$ cat config.mk
export PLATFORM = sky130hd
export DESIGN_NAME = neuron_mac_sig
export DESIGN_NICKNAME = d
export VERILOG_FILES = /design/src/rtl/ann_pkg.sv /design/src/rtl/sig_addr_gen.sv /design/src/rtl/neuron_mac_sig.sv
export SDC_FILE = /design/constraint.sdc
export NUM_CORES = 1
export LEC_CHECK = 0
export ABC_AREA = 1
export CORE_MARGIN = 2
export CORE_UTILIZATION = 60
export DETAILED_ROUTE_END_ITERATION = 12
export DONT_BUFFER_PORTS = 1
export GPL_TIMING_DRIVEN = 0
export PLACE_DENSITY = 0.82
export SLEW_MARGIN = 10
export SYNTH_ARGS = -nofsm -noshare
export SYNTH_HDL_FRONTEND = slang
export SYNTH_SLANG_ARGS = --single-unit
$ cat constraint.sdc
create_clock -name clk -period 15.5 [get_ports clk]
set_clock_uncertainty 0.15 [all_clocks]
set_input_delay 0.775 -clock clk [delete_from_list [all_inputs] [get_ports clk]]
set_output_delay 0.775 -clock clk [all_outputs]
set_load 0.05 [all_outputs]
$ cat src/rtl/ann_pkg.sv
// Shared constants and types for the neuron accumulate / sigmoid lookup path.
package ann_pkg;

  localparam int          FRAC_W   = 10;
  localparam logic [15:0] ONE_Q    = 16'h0400;
  localparam logic [7:0]  ADDR_SAT = 8'hFF;
  localparam int          SAT_MAG  = 8 << 20;

  typedef enum logic [1:0] {
    ACC,
    ADDR,
    OUT
  } state_t;

endpackage

$ cat src/rtl/sig_addr_gen.sv
// Converts the signed Q.20 accumulator into the sigmoid table's unsigned 4.4
// magnitude address plus a sign flag. Magnitudes of 8.0 and above (and the
// most negative accumulator value, which has no positive twin) saturate.
module sig_addr_gen #(
  parameter int ACC_W = 40
) (
  input  logic signed [ACC_W-1:0] acc,
  output logic                    neg,
  output logic [7:0]              addr
);

  import ann_pkg::*;

  localparam logic [ACC_W-1:0] MAX_NEG = {1'b1, {(ACC_W-1){1'b0}}};
  localparam logic [ACC_W-1:0] SAT_LIM = ACC_W'(SAT_MAG);

  logic [ACC_W-1:0] mag;
  logic             saturated;

  // Absolute value, saturation test and truncation of the fraction below 1/16.
  always_comb begin
    neg       = acc[ACC_W-1];
    mag       = neg ? $unsigned(-acc) : $unsigned(acc);
    saturated = ($unsigned(acc) == MAX_NEG) || (mag >= SAT_LIM);
    addr      = saturated ? ADDR_SAT : mag[23:16];
  end

endmodule

$ cat src/rtl/neuron_mac_sig.sv
// Neuron stage: accumulates bias + sum(x*w) over a packet, addresses an
// external sigmoid table with |sum|, and mirrors the table value for negative
// sums to produce one activation per packet on a valid/ready output.
module neuron_mac_sig #(
  parameter int ACC_W  = 40,
  parameter int FRAC_W = 10
) (
  input  logic               clk,
  input  logic               rst,
  input  logic               s_valid,
  output logic               s_ready,
  input  logic signed [15:0] s_x,
  input  logic signed [15:0] s_w,
  input  logic               s_last,
  input  logic signed [15:0] bias,
  output logic [7:0]         lut_addr,
  input  logic [15:0]        lut_sig,
  output logic               m_valid,
  input  logic               m_ready,
  output logic [15:0]        m_y
);

  import ann_pkg::*;

  state_t                  state;
  state_t                  state_next;
  logic signed [ACC_W-1:0] acc;
  logic                    first;
  logic                    neg;
  logic                    addr_neg;
  logic [7:0]              addr_comb;
  logic                    beat;
  logic                    out_done;
  logic signed [31:0]      x_ext;
  logic signed [31:0]      w_ext;
  logic signed [31:0]      prod;
  logic signed [ACC_W-1:0] base;
  logic signed [ACC_W-1:0] acc_sum;

  assign beat     = s_valid && s_ready;
  assign out_done = (state == OUT) && m_valid && m_ready;

  sig_addr_gen #(
    .ACC_W(ACC_W)
  ) u_addr_gen (
    .acc (acc),
    .neg (addr_neg),
    .addr(addr_comb)
  );

  // Multiply-accumulate arithmetic; the bias seeds the sum on a packet's first beat.
  always_comb begin
    x_ext   = 32'(s_x);
    w_ext   = 32'(s_w);
    prod    = x_ext * w_ext;
    base    = first ? (ACC_W'(bias) <<< FRAC_W) : acc;
    acc_sum = base + ACC_W'(prod);
  end

  // State register.
  always_ff @(posedge clk) begin
    if (rst) state <= ACC;
    else     state <= state_next;
  end

  // Next-state logic: accumulate until the last beat, one address cycle, then hold the result.
  always_comb begin
    state_next = state;
    case (state)
      ACC:     if (beat && s_last) state_next = ADDR;
      ADDR:    state_next = OUT;
      OUT:     if (m_valid && m_ready) state_next = ACC;
      default: state_next = ACC;
    endcase
  end

  // Input side only accepts beats while accumulating and never while in reset.
  always_comb begin
    s_ready = (state == ACC) && !rst;
  end

  // Accumulator and first-beat flag; cleared once the activation is taken.
  always_ff @(posedge clk) begin
    if (rst) begin
      acc   <= '0;
      first <= 1'b1;
    end else if (beat) begin
      acc   <= acc_sum;
      first <= 1'b0;
    end else if (out_done) begin
      acc   <= '0;
      first <= 1'b1;
    end
  end

  // Table address and sign are captured in the address cycle and held through output.
  always_ff @(posedge clk) begin
    if (rst) begin
      neg      <= 1'b0;
      lut_addr <= 8'h00;
    end else if (state == ADDR) begin
      neg      <= addr_neg;
      lut_addr <= addr_comb;
    end
  end

  // Result capture once the table output has settled, then hold until downstream takes it.
  always_ff @(posedge clk) begin
    if (rst) begin
      m_y     <= 16'h0000;
      m_valid <= 1'b0;
    end else if (state == OUT) begin
      if (!m_valid) begin
        m_y     <= neg ? (ONE_Q - lut_sig) : lut_sig;
        m_valid <= 1'b1;
      end else if (m_ready) begin
        m_valid <= 1'b0;
      end
    end
  end

endmodule

==> impl_metrics.json <==
{
  "outcome": "finished, final reports clean",
  "synth-warning-count": 0,
  "start_util": 0.609,
  "dp_hpwl_um": 44500,
  "io_buffer_count": 0,
  "multi_input_comb_area_sq_mm": 0.0133,
  "worstMarginPinSlew_ns": 0.831,
  "ys_async_sr_fraction": 0,
  "start_kind": "input pin",
  "yosysTopAreaCell": "fa_1",
  "clockBufferDepth": 2,
  "yosysSeqAreaShare": 0.0788,
  "cts_tree": "built",
  "ys_types": 40,
  "num_vias": 15400,
  "fillers": 2602,
  "post_cts_resized": 0,
  "hp-class": "flip-flop to flip-flop",
  "syn_area_sq_mm": 0.0175,
  "syn_area_per_cell_sq_um": 7.23,
  "viasPerCell": 5.43,
  "hold_viol_final": 0,
  "grt_pass1_wl_um": 81600,
  "regArea_sq_mm": 0.00138,
  "die_width_um": 175,
  "grt_util_all_layers": 0.343,
  "synth_edf_count": 0,
  "final.min_clock_period_ns": 7.61,
  "pin_count": 95,
  "gp_congestion": 1.01,
  "rrSetupSlack_ns": 9.18,
  "setup_tns_ns": 0,
  "layout.nets": 2951,
  "ys_ff_latch": 69,
  "synth_nets": 2939,
  "die_h_um": 175,
  "cts_setup_buffers": 0,
  "drt_iter0_markers": 1113,
  "synth_area_leaders": "fa_1, inv_1, nand2_1",
  "hold_buffers": 0,
  "grt_max_degree": 24,
  "dp_slack_ns": 7.65,
  "arrival_ns": 7.66,
  "relSlewSlack": 0.446,
  "cp_max_fo": 10,
  "syn_inst": 2424,
  "finalSetupViolations": 0,
  "dieArea_sq_mm": 0.0306,
  "clock-sinks": 69,
  "numCtsBuffers": 9,
  "max-cap-violations": 0,
  "synth_top_area_frac": 0.377,
  "drv_slew": 0,
  "drtPass1Iterations": 7,
  "drc": 0,
  "end_kind": "flip-flop",
  "ant_nets": 0,
  "diodes": 0,
  "drive_above_1_share": 0.0295,
  "wire_per_inst_um": 17.8,
  "overflow": 0,
  "fin_crit_sh": 0.491,
  "insertion_delay_ns": 0.34,
  "crit_type": "input pin to flip-flop",
  "layout_setup_ws_ns": 7.89,
  "htree_levels": 3,
  "antenna_found_initial": 0,
  "grt_pass1_vias": 15600,
  "rsz0062_at_grt": "no",
  "cp.required_ns": 15.55,
  "ys.flop_type": "dfxtp_1",
  "clock.fmax_mhz": 131,
  "coreArea_sq_mm": 0.0288,
  "drt-total-wl_um": 50400,
  "syn_to_final_growth_pct": 4.82,
  "root_buffer": "clkbuf_16",
  "path_clk_slew_ns": 0.06,
  "rows": 62
}
==> stage by stage <==
stage          hold slack, ns  cells  instance area [sq um]  utilization
2_1_floorplan           0.308   2424                  17500            -
3_3_place_gp            0.332   2808                  18000        0.626
3_5_place_dp            0.343   2809                  18000        0.626
4_1_cts                 0.352   2825                  18400        0.639
5_1_grt                 0.377   2825                  18400        0.639
6_report                0.349   2825                  18400        0.639
==> final timing paths <==
kind,startpoint,endpoint,cells past startpoint
min reg2reg,acc[34],acc[34],2
max,s_w[6],acc[36],24
min,acc[34],acc[34],2
max reg2reg,first,acc[19],20
==> logic make-up (layout without fill, tap and decap cells) <==
logic type	count (synthesis)	after routing	share of synthesized area
simple gates	860	860	0.202
buf+inv	758	775	0.164
fa+ha+maj	446	446	0.459
compound gates	261	261	0.0812
flops	69	69	0.0788
xor+xnor	30	30	0.0150
==> cell usage in the layout, fill, tap and decap left out, types with 11 or more instances in the layout <==
| cell type | instances |
|---|---|
| a21oi_1 | 111 |
| a31oi_1 | 13 |
| clkbuf_1 | 82 |
| dfxtp_1 | 69 |
| fa_1 | 329 |
| ha_1 | 116 |
| inv_1 | 661 |
| nand2_1 | 538 |
| nand3_1 | 66 |
| nand4_1 | 22 |
| nor2_1 | 174 |
| nor2_2 | 20 |
| nor3_1 | 14 |
| o21ai_0 | 99 |
| xnor2_1 | 11 |
| xor2_1 | 19 |
==> cell type report <==
| cell class | count | area share |
|---|---|---|
| sequential | 69 | 0.0751 |
| tap | 384 | 0.0261 |
| clock inverter | 7 | 0.00674 |
| timing repair buffer | 1 | 0.000408 |
| multi-input combinational | 1597 | 0.723 |
| inverter | 666 | 0.136 |
| clock buffer | 9 | 0.0123 |
| buffer | 92 | 0.0204 |
==> synthesized netlist by cell type, types with 20 or more instances <==
library cell,number
nor2_1,174
nor2_2,20
o21ai_0,99
ha_1,116
clkbuf_1,82
inv_1,661
nand2_1,538
nand3_1,66
dfxtp_1,69
a21oi_1,111
nand4_1,22
fa_1,330
==> critical path, stage by stage <==
cell and delay (ns):
clkbuf_1 0.41, clkbuf_1 0.61, nand2_1 0.15, fa_1 0.53
inv_1 0.07, fa_1 0.43, inv_1 0.35, fa_1 0.63
fa_1 0.78, inv_1 0.16, fa_1 0.51, inv_1 0.05
fa_1 0.47, inv_1 0.04, ha_1 0.38, nand2_1 0.11
nor2_1 0.15, inv_1 0.08, nor3_1 0.32, nand4_1 0.23
nand3_1 0.15, nand2_1 0.05, nand3_1 0.12, a21oi_1 0.08
==> state kept, by name, indices dropped and copies added (netlist names) <==
register / count
first: 1
acc: 40
m_y: 16
neg: 1
state: 2
m_valid: 1
lut_addr: 8
==> metal layers <==
| layer | GRT usage | wire [um] | part of all wire |
|---|---|---|---|
| met2 | 0.567 | 23700 | 0.47 |
| met1 | 0.460 | 20900 | 0.42 |
| met4 | 0.121 | 1970 | 0.039 |
| met3 | 0.0583 | 3870 | 0.077 |
| met5 | 0 | 0 | 0 |
Power is not shown: default switching activity piles up to over one toggle a cycle in this logic, so the estimate is an artifact.
